===== config.mk =====
export PLATFORM = sky130hd
export DESIGN_NAME = seq_arbiter
export DESIGN_NICKNAME = d
export VERILOG_FILES = /design/src/rtl/seq_arbiter_pkg.sv /design/src/rtl/seq_next_stage.sv /design/src/rtl/seq_arbiter.sv
export SDC_FILE = /design/constraint.sdc
export NUM_CORES = 1
export LEC_CHECK = 0
export ABC_AREA = 1
export ABC_CLOCK_PERIOD_IN_PS = 2700
export CAP_MARGIN = 15
export CORE_MARGIN = 2
export CORE_UTILIZATION = 40
export DETAILED_ROUTE_END_ITERATION = 12
export GPL_ROUTABILITY_DRIVEN = 1
export MAX_ROUTING_LAYER = met4
export PLACE_DENSITY = 0.73
export SLEW_MARGIN = 5
export SYNTH_ARGS = -nofsm -noshare
export SYNTH_HDL_FRONTEND = slang
export SYNTH_SLANG_ARGS = --single-unit

===== constraint.sdc =====
create_clock -name clk -period 2.7 [get_ports clk]
set_clock_uncertainty 0.2 [all_clocks]
set_input_delay 0.54 -clock clk [delete_from_list [all_inputs] [get_ports clk]]
set_output_delay 0.54 -clock clk [all_outputs]
set_load 0.05 [all_outputs]

===== src/rtl/seq_arbiter_pkg.sv =====
// Shared definitions for the top-level sequencer and the client FSMs:
// sequencer state encoding, client index map and control bundle layout.
package seq_arbiter_pkg;

   // Sequencer states
   typedef enum logic [2:0] {
      ST_IDLE   = 3'd0,
      ST_PRERST = 3'd1,
      ST_RUN    = 3'd2,
      ST_GAP    = 3'd3,
      ST_ERROR  = 3'd4
   } seq_state_t;

   // Client index map
   localparam int CLI_SCAN = 0;
   localparam int CLI_PROC = 1;
   localparam int CLI_CFG  = 2;

   // Control bundle layout (bit offsets within one client's bundle)
   localparam int CTRL_BUNDLE_W     = 32;
   localparam int CTRL_COL_CNT_PARK = 4;   // column counter parked
   localparam int CTRL_ROW_RST      = 9;   // chip row reset
   localparam int CTRL_COL_RST      = 10;  // chip column reset
   localparam int CTRL_CHIP_RST     = 11;  // chip global reset
   localparam int CTRL_RAM_RST      = 20;  // shared RAM reset

   // Bundle driven when no client owns the shared resources
   function automatic logic [CTRL_BUNDLE_W-1:0] idle_bundle();
      logic [CTRL_BUNDLE_W-1:0] b;
      b                    = '0;
      b[CTRL_COL_CNT_PARK] = 1'b1;
      b[CTRL_ROW_RST]      = 1'b1;
      b[CTRL_COL_RST]      = 1'b1;
      b[CTRL_CHIP_RST]     = 1'b1;
      b[CTRL_RAM_RST]      = 1'b1;
      return b;
   endfunction

   localparam logic [CTRL_BUNDLE_W-1:0] IDLE_CTRL_DEF = idle_bundle();

endpackage


===== src/rtl/seq_next_stage.sv =====
// Combinational priority finder: lowest set bit of mask_i at or above
// start_i. The caller passes start_i = k+1 to search above stage k, and
// start_i = 0 to find the first stage.
module seq_next_stage #(
   parameter int N = 3
) (
   input  logic [N-1:0] mask_i,
   input  logic [3:0]   start_i,
   output logic [2:0]   idx_o,
   output logic         found_o
);

   logic [N-1:0] elig;

   generate
      for (genvar gi = 0; gi < N; gi++) begin : g_elig
         assign elig[gi] = mask_i[gi] && (4'(gi) >= start_i);
      end
   endgenerate

   // Scan downwards so the lowest eligible bit is the last one written
   always_comb begin
      idx_o   = '0;
      found_o = 1'b0;
      for (int i = N - 1; i >= 0; i--) begin
         if (elig[i]) begin
            idx_o   = 3'(i);
            found_o = 1'b1;
         end
      end
   end

endmodule


===== src/rtl/seq_arbiter.sv =====
// Top-level sequencer: hands the shared RAM/counter/driver bundle to one
// client FSM at a time, in ascending index order, with an optional
// leading reset pass, a one-cycle handover gap, per-stage watchdog and
// abort.
module seq_arbiter
   import seq_arbiter_pkg::*;
#(
   parameter int                N_CLIENTS = 3,
   parameter int                CTRL_W    = 32,
   parameter int                RESET_IDX = CLI_CFG,
   parameter int                TMO_W     = 20,
   parameter logic [CTRL_W-1:0] IDLE_CTRL = CTRL_W'(IDLE_CTRL_DEF)
) (
   input  logic                          clk,
   input  logic                          rst,
   input  logic                          en,
   input  logic                          i_start,
   input  logic [N_CLIENTS-1:0]          i_mode,
   input  logic                          i_pre_reset,
   input  logic                          i_abort,
   input  logic [TMO_W-1:0]              i_timeout,
   input  logic [N_CLIENTS-1:0]          i_client_end,
   input  logic [N_CLIENTS*CTRL_W-1:0]   i_client_ctrl,
   output logic [CTRL_W-1:0]             o_ctrl,
   output logic [N_CLIENTS-1:0]          o_go,
   output logic                          o_reset_pass,
   output logic [2:0]                    o_active_idx,
   output logic                          o_busy,
   output logic                          o_done,
   output logic                          o_error,
   output logic [2:0]                    o_err_idx
);

   seq_state_t             state_q, state_d;
   logic [2:0]             stage_q, stage_d;
   logic [N_CLIENTS-1:0]   mode_q, mode_d;
   logic [TMO_W-1:0]       tmo_q, tmo_d;
   logic [TMO_W-1:0]       wdog_q, wdog_d;
   logic [2:0]             nxt_idx_q, nxt_idx_d;
   logic                   nxt_found_q, nxt_found_d;
   logic                   done_q, done_d;
   logic                   error_q, error_d;
   logic [2:0]             err_idx_q, err_idx_d;

   logic                   owns;
   logic                   cur_end;
   logic                   expired;
   logic [N_CLIENTS-1:0]   owner_oh;
   logic [CTRL_W-1:0]      sel_ctrl [N_CLIENTS];
   logic [CTRL_W-1:0]      ctrl_or;
   logic [N_CLIENTS-1:0]   find_mask;
   logic [3:0]             find_start;
   logic [2:0]             find_idx;
   logic                   find_found;

   // A client owns the resources only in the reset pass or a stage
   assign owns = (state_q == ST_PRERST) || (state_q == ST_RUN);

   generate
      for (genvar gi = 0; gi < N_CLIENTS; gi++) begin : g_owner
         assign owner_oh[gi] = owns && (stage_q == 3'(gi));
         assign sel_ctrl[gi] = owner_oh[gi] ? i_client_ctrl[gi*CTRL_W +: CTRL_W] : '0;
      end
   endgenerate

   // OR of the masked client bundles; at most one slice is non-zero
   always_comb begin
      ctrl_or = '0;
      for (int i = 0; i < N_CLIENTS; i++) begin
         ctrl_or = ctrl_or | sel_ctrl[i];
      end
   end

   // Only the owner's end strobe counts; others are ignored
   assign cur_end = |(i_client_end & owner_oh);
   assign expired = (tmo_q != '0) && (wdog_q == tmo_q - TMO_W'(1));

   // Finder inputs: first stage of the incoming mask when idle, otherwise
   // the stage following the current one (the reset pass precedes all)
   always_comb begin
      find_mask  = mode_q;
      find_start = {1'b0, stage_q} + 4'd1;
      if ((state_q == ST_IDLE) || (state_q == ST_ERROR)) begin
         find_mask  = i_mode;
         find_start = 4'd0;
      end else if (state_q == ST_PRERST) begin
         find_start = 4'd0;
      end
   end

   seq_next_stage #(
      .N (N_CLIENTS)
   ) u_next_stage (
      .mask_i  (find_mask),
      .start_i (find_start),
      .idx_o   (find_idx),
      .found_o (find_found)
   );

   // Next-state logic; en low freezes everything including a pending done
   always_comb begin
      state_d     = state_q;
      stage_d     = stage_q;
      mode_d      = mode_q;
      tmo_d       = tmo_q;
      wdog_d      = wdog_q;
      nxt_idx_d   = nxt_idx_q;
      nxt_found_d = nxt_found_q;
      done_d      = done_q;
      error_d     = error_q;
      err_idx_d   = err_idx_q;
      if (en) begin
         done_d = 1'b0;
         if (i_abort && (state_q != ST_IDLE)) begin
            // Abort beats end strobes, expiry and start
            state_d   = ST_IDLE;
            error_d   = 1'b0;
            err_idx_d = '0;
         end else begin
            unique case (state_q)
               ST_IDLE, ST_ERROR: begin
                  if (i_start) begin
                     error_d   = 1'b0;
                     err_idx_d = '0;
                     mode_d    = i_mode;
                     tmo_d     = i_timeout;
                     wdog_d    = '0;
                     if (i_pre_reset) begin
                        state_d = ST_PRERST;
                        stage_d = 3'(RESET_IDX);
                     end else if (find_found) begin
                        state_d = ST_RUN;
                        stage_d = find_idx;
                     end else begin
                        state_d = ST_IDLE;
                        done_d  = 1'b1;
                     end
                  end
               end
               ST_PRERST, ST_RUN: begin
                  if (cur_end) begin
                     // End wins over a same-cycle expiry; the successor
                     // is resolved now so the gap cycle just applies it
                     state_d     = ST_GAP;
                     nxt_idx_d   = find_idx;
                     nxt_found_d = find_found;
                  end else if (expired) begin
                     state_d   = ST_ERROR;
                     error_d   = 1'b1;
                     err_idx_d = stage_q;
                  end else begin
                     wdog_d = wdog_q + TMO_W'(1);
                  end
               end
               ST_GAP: begin
                  if (nxt_found_q) begin
                     state_d = ST_RUN;
                     stage_d = nxt_idx_q;
                     wdog_d  = '0;
                  end else begin
                     state_d = ST_IDLE;
                     done_d  = 1'b1;
                  end
               end
               default: begin
                  state_d = ST_IDLE;
               end
            endcase
         end
      end
   end

   // State register with synchronous reset
   always_ff @(posedge clk) begin
      if (rst) begin
         state_q     <= ST_IDLE;
         stage_q     <= '0;
         mode_q      <= '0;
         tmo_q       <= '0;
         wdog_q      <= '0;
         nxt_idx_q   <= '0;
         nxt_found_q <= 1'b0;
         done_q      <= 1'b0;
         error_q     <= 1'b0;
         err_idx_q   <= '0;
      end else begin
         state_q     <= state_d;
         stage_q     <= stage_d;
         mode_q      <= mode_d;
         tmo_q       <= tmo_d;
         wdog_q      <= wdog_d;
         nxt_idx_q   <= nxt_idx_d;
         nxt_found_q <= nxt_found_d;
         done_q      <= done_d;
         error_q     <= error_d;
         err_idx_q   <= err_idx_d;
      end
   end

   assign o_ctrl       = owns ? ctrl_or : IDLE_CTRL;
   assign o_go         = owner_oh;
   assign o_reset_pass = (state_q == ST_PRERST);
   assign o_active_idx = owns ? stage_q : 3'd0;
   assign o_busy       = owns || (state_q == ST_GAP);
   assign o_done       = done_q && en;
   assign o_error      = error_q;
   assign o_err_idx    = err_idx_q;

endmodule


==> flow_summary.yaml, run 1 <==
finish:
  utilization_pct: 64.5
  final_nets: 1057
  antenna_cells: 0
  final_cell_mix: "nand2_1 (205), clkdlybuf4s50_1 (131), nor2_1 (91)"
  syn_to_final_growth_pct: 56.5
  layout_commonest_cell: "nand2_1"
  drive_gt1_share_pct: 14.5
cts:
  numCtsBuffers: 5
  htreeDepth: 2
  cts_hold_buf: 0
  cts_buffer_depth: 2
  cts_tree: "done"
  clock_latency_ns: 0.32
  path_clk_slew_ns: 0.11
  cts-root-buf: "clkbuf_8"
  cts_sinks: 55
detailed_routing:
  firstDrtPassIters: 5
  via_per_inst: 5.23
  drc: 0
  drt_iter0_markers: 388
  wl_per_cell_um: 15.7
  wl_mm: 16.7
  vias: 5564
  antenna_left: 0
worst_setup_path:
  worst_r2r_startpoint: "state_q[1]"
  start_kind: "register"
  crit_arrival_ns: 1.83
  crit_required_ns: 1.96
  crit_type: "register to output port"
  endpoint_kind: "output port"
  path_max_fanout: 29
  critPathLaunch: "state_q[1]"
logic_synthesis:
  synthFlopType: "dfxtp_1"
  seq_area_frac_synth_pct: 24.5
  yosys_register_bits: 55
  ys_warn_count: 0
  synth_cell_types: 39
  synth_edf_count: 0
  synth-simple-area-share_pct: 41.9
  synthMuxAreaShare_pct: 0
  synthAdderAreaFrac_pct: 1.95
  synth_compound_area_share_pct: 16.1
  synth_cells: 762
  async_flop_share_pct: 0
  avgSynthCellArea_um2: 5.89
  synth-xor-area-share_pct: 5.85
  synth_area_um2: 4490
  synth_top_family_by_area: "simple AND/OR/NAND/NOR gates"
sta:
  setup_ws_ns: 0.126
  finalCriticalPeriod_ns: 2.57
  whs_ns: 0.265
  finalCritPeriodShare_pct: 95.3
  fin_tns_setup_ns: 0
  worst_pin_slew_ns: 0.629
  hold_viol: 0
  rsz0062_at_grt: "true"
  fmax_mhz: 389
  slew_viol_final: 0
  setup_viol: 0
  relSlewSlack_pct: 58.0
global_route:
  grt_pass1_wl_mm: 25.8
  grt_use_total_pct: 28.3
  grt_remaining_overflow: 0
  grt_max_degree: 35
  grt_pass1_vias: 5456
  antenna_found_initial: 0
pwr:
  leakagePower_uw: 0.00295
  p_per_area_nw_per_um2: 847
  ir_worst_vdd_mv: 0.586
die:
  io_pins: 173
  dieArea_um2: 12100
  row_count: 38
  core_um2: 10900
  initial_core_util_pct: 41.2
  die_y_um: 110
  die_w_um: 110
place:
  port_buffers: 170
  dpl_worst_slack_ns: 0.0707
  gp_congestion: 0.975
  hpwlAfterDp_mm: 13.8
min_path:
  hold_start: "mode_q[0]"
  hold_path.class: "register to register"
job:
  drv_cap: 0
status:
  status: "completed"
==> registers in the layout, summed over array words and instances, names as in the netlist <==
signal	cells
o_error	1
tmo_q	20
wdog_q	20
mode_q	3
state_q	3
o_err_idx	2
nxt_found_q	1
nxt_idx_q	2
stage_q	2
done_q	1
==> worst max-delay path, cell delays in order (launching register included) <==
cell	delay, ns
dfxtp_2	0.40
nor2_4	0.06
nor2_4	0.13
nand2_4	0.12
inv_2	0.09
nand2_1	0.10
inv_6	0.20
nand2_1	0.14
nand2_2	0.11
buf_12	0.14
==> power by group <==
group          switching (uW)  internal, uW  leakage [uW]
logic                    2620          1810       0.00246
registers                 122           908      0.000449
clock network             302           188     0.0000461
==> stage by stage <==
stage	cell area, um2	instances	total power [uW]
final	7030	1063	5950
after global routing	7030	1063	6320
after CTS	6970	1061	5910
after detailed placement	6870	1054	5400
after global placement	6870	1054	5350
after floorplan	4610	763	3560
==> routing by layer <==
layer	track usage [%]	part of all wire (%)	routed length [um]
met2	52.4	53	8810
met4	13.8	4.6	769
met3	4.33	5.2	873
met1	28.9	38	6280
met5	-	0	0
==> layout make-up <==
class                      count  area, um2
multi-input combinational    602       3120
fill                        1000       3860
timing repair buffer         189       2270
tap                          140        175
clock inverter                 3       23.8
inverter                      69        264
clock buffer                   5       68.8
sequential                    55       1110
==> cells in the mapped netlist, types with 4 or more instances <==
master | instances | share of area [%]
nand2_2 | 4 | 0.56
nor3_1 | 13 | 1.4
nand4_1 | 12 | 1.7
ha_1 | 7 | 2.0
nand3_1 | 70 | 7.8
xor2_1 | 22 | 4.3
a22oi_1 | 21 | 3.5
o21ai_1 | 4 | 0.45
a21oi_1 | 64 | 7.1
nand2_1 | 223 | 19
clkbuf_1 | 27 | 2.3
nand3b_1 | 5 | 0.84
nor2_1 | 95 | 7.9
inv_1 | 63 | 5.3
buf_4 | 4 | 0.67
dfxtp_1 | 55 | 25
o21ai_0 | 27 | 3.0
xnor2_1 | 8 | 1.6
inv_2 | 6 | 0.50
==> worst paths after layout <==
check / slack [ns] / depth (start not counted) / to
setup / recovery: 0.13 / 9 / o_ctrl[7]
hold / removal: 0.26 / 2 / mode_q[0]
setup reg to reg: 0.22 / 12 / wdog_q[14]
hold reg to reg: 0.26 / 2 / mode_q[0]
==> cells by family (layout without fill, tap and decap cells) <==
logic type,after synthesis,count (layout)
xor+xnor,30,30
buf+inv,106,266
simple gates,438,438
fa+ha+maj,7,7
flops,55,55
other cells,1,2
compound gates,125,125
==> timing repair <==
| action | in CTS | in global routing |
|---|---|---|
| resized for setup | 4 | 16 |
| pin swaps | 0 | 2 |
| buffers inserted | 0 | 2 |
| cloned | 0 | 0 |
| setup endpoints to repair | 15 | 47 |
(Power assumes the default switching activity.)
==> run 2: changes to the inputs <==
--- a/config.mk
+++ b/config.mk
@@ -12,6 +12,7 @@
 export CORE_UTILIZATION = 40
 export DETAILED_ROUTE_END_ITERATION = 12
 export GPL_ROUTABILITY_DRIVEN = 1
+export GPL_TIMING_DRIVEN = 0
 export MAX_ROUTING_LAYER = met4
 export PLACE_DENSITY = 0.73
 export SLEW_MARGIN = 5
==> flow_summary.yaml, run 2 (synthesis results as in run 1) <==
status:
  status: "completed"
finish:
  utilization_pct: 62.2
  drive_gt1_share_pct: 15.5
  antenna_cells: 0
  layout_commonest_cell: "nand2_1"
  final_cell_mix: "nand2_1 (203), clkdlybuf4s50_1 (131), nor2_1 (89)"
  syn_to_final_growth_pct: 50.9
  final_nets: 1082
  top_regs: "tmo_q: 20 flops, wdog_q: 20 flops"
  stdcell_count: 1088
cts:
  htreeDepth: 2
  cts_sinks: 55
  clock_latency_ns: 0.32
  cts_tree: "done"
  numCtsBuffers: 5
  cts_hold_buf: 0
  cts_buffer_depth: 2
  path_clk_slew_ns: 0.10
  cts-root-buf: "clkbuf_8"
global_route:
  grt_remaining_overflow: 0
  grt_use_total_pct: 27.5
  busiest_layer: "met2"
  use_met3_pct: 4.45
  grt_pass1_wl_mm: 25.2
  grt_max_degree: 18
  grt_pass1_vias: 5165
  met2_usage_pct: 49.5
  grt_util_met1_pct: 31.5
  antenna_found_initial: 0
worst_setup_path:
  start_kind: "input port"
  cp_slowest_cell: "clkdlybuf4s50_1"
  crit_cells: 4
  crit_buf_inv: 3
  slowest_delay_ns: 0.79
  cp_cell_sequence: "clkdlybuf4s50_1 -> nand2_1 -> inv_1 -> clkdlybuf4s50_1"
  r2r_cells: 14
  path_max_fanout: 2
  crit_end: "o_done"
  rrSetupSlack_ns: 0.21
  critPathLaunch: "en"
  crit_type: "input port to output port"
  crit_required_ns: 1.96
  worst_r2r_startpoint: "tmo_q[2]"
  cpMostUsedCell: "clkdlybuf4s50_1"
  rr_endpoint: "wdog_q[13]"
  crit_family: "buffers and inverters"
  endpoint_kind: "output port"
  crit_arrival_ns: 1.90
die:
  die_y_um: 110
  initial_core_util_pct: 41.2
  row_count: 38
  core_um2: 10900
  io_pins: 173
  die_w_um: 110
  dieArea_um2: 12100
pwr:
  leakagePower_uw: 0.00291
  finalPower_uw: 5470
  p_per_area_nw_per_um2: 807
  ir_worst_vdd_mv: 0.619
sta:
  setup_ws_ns: 0.0638
  hold_viol: 0
  worst_pin_slew_ns: 0.608
  setup_viol: 0
  fmax_mhz: 379
  relSlewSlack_pct: 59.3
  finalCritPeriodShare_pct: 97.6
  slew_viol_final: 0
  rsz0062_at_grt: "true"
  finalCriticalPeriod_ns: 2.64
place:
  gp_congestion: 0.948
  dpl.cell_count: 1072
  port_buffers: 169
  dpl_worst_slack_ns: -0.915
  hpwlAfterDp_mm: 13.3
detailed_routing:
  firstDrtPassIters: 5
  drc: 0
  via_per_inst: 5.13
  antenna_left: 0
  wl_per_cell_um: 15.0
  vias: 5577
  wl_mm: 16.3
  drt_iter0_markers: 401
min_path:
  hold_path.class: "register to register"
job:
  drv_cap: 0
## run 2: routing by layer
| layer | vias up | share of wire (%) | routed length [um] |
|---|---|---|---|
| li1 | 2855 | - | - |
| met1 | 2500 | 39 | 6440 |
| met2 | 200 | 53 | 8630 |
| met3 | 22 | 5.9 | 962 |
| met4 | 0 | 1.9 | 304 |
| met5 | - | 0 | 0 |
## run 2: worst min-delay path by stage
stage / from / endpoint / slack [ns] / cells past startpoint
after CTS: nxt_idx_q[0] / nxt_idx_q[0] / 0.26 / 2
after detailed placement: nxt_idx_q[0] / nxt_idx_q[0] / 0.25 / 2
after global routing: o_err_idx[0] / o_err_idx[0] / 0.29 / 2
after global placement: nxt_idx_q[0] / nxt_idx_q[0] / 0.24 / 2
after floorplan: nxt_idx_q[0] / nxt_idx_q[0] / 0.23 / 2
final: nxt_idx_q[0] / nxt_idx_q[0] / 0.26 / 2
## run 2: where the power goes
group	internal (uW)	switching (uW)
Sequential	911	106
Clock	277	287
Combinational	1340	2550
## run 2: timing repair
action,in CTS,in global routing
setup endpoints to repair,38,63
gates cloned,0,1
buffers inserted,0,7
pin swaps,0,7
resized for setup,213,61
## run 2: final cells by class
class                           count  area, um2
Fill cell                        1045       4110
Tap cell                          140        175
Buffer                             37        238
Clock buffer                        5       68.8
Inverter                           69        262
Multi-Input combinational cell    603       3160
Timing Repair Buffer              176       1720
Sequential cell                    55       1110
Clock inverter                      3       43.8
## run 2: metrics by stage
step	hold WS [ns]	instance area [um2]	TNS (ns)
after detailed placement	0.247	6480	-26.18
after global placement	0.240	6480	-26.42
final	0.261	6780	0
after floorplan	0.229	4610	-0.0405
after global routing	0.289	6780	-0.156
after CTS	0.263	6560	0
## run 2: worst register-to-register path: cells and delay by family, from the launching register on
kind	cells	cell delay, ns
AND/OR/NAND/NOR	8	0.95
buffers and inverters	4	0.55
flip-flops	1	0.37
AO/OA/AOI/OAI	2	0.31
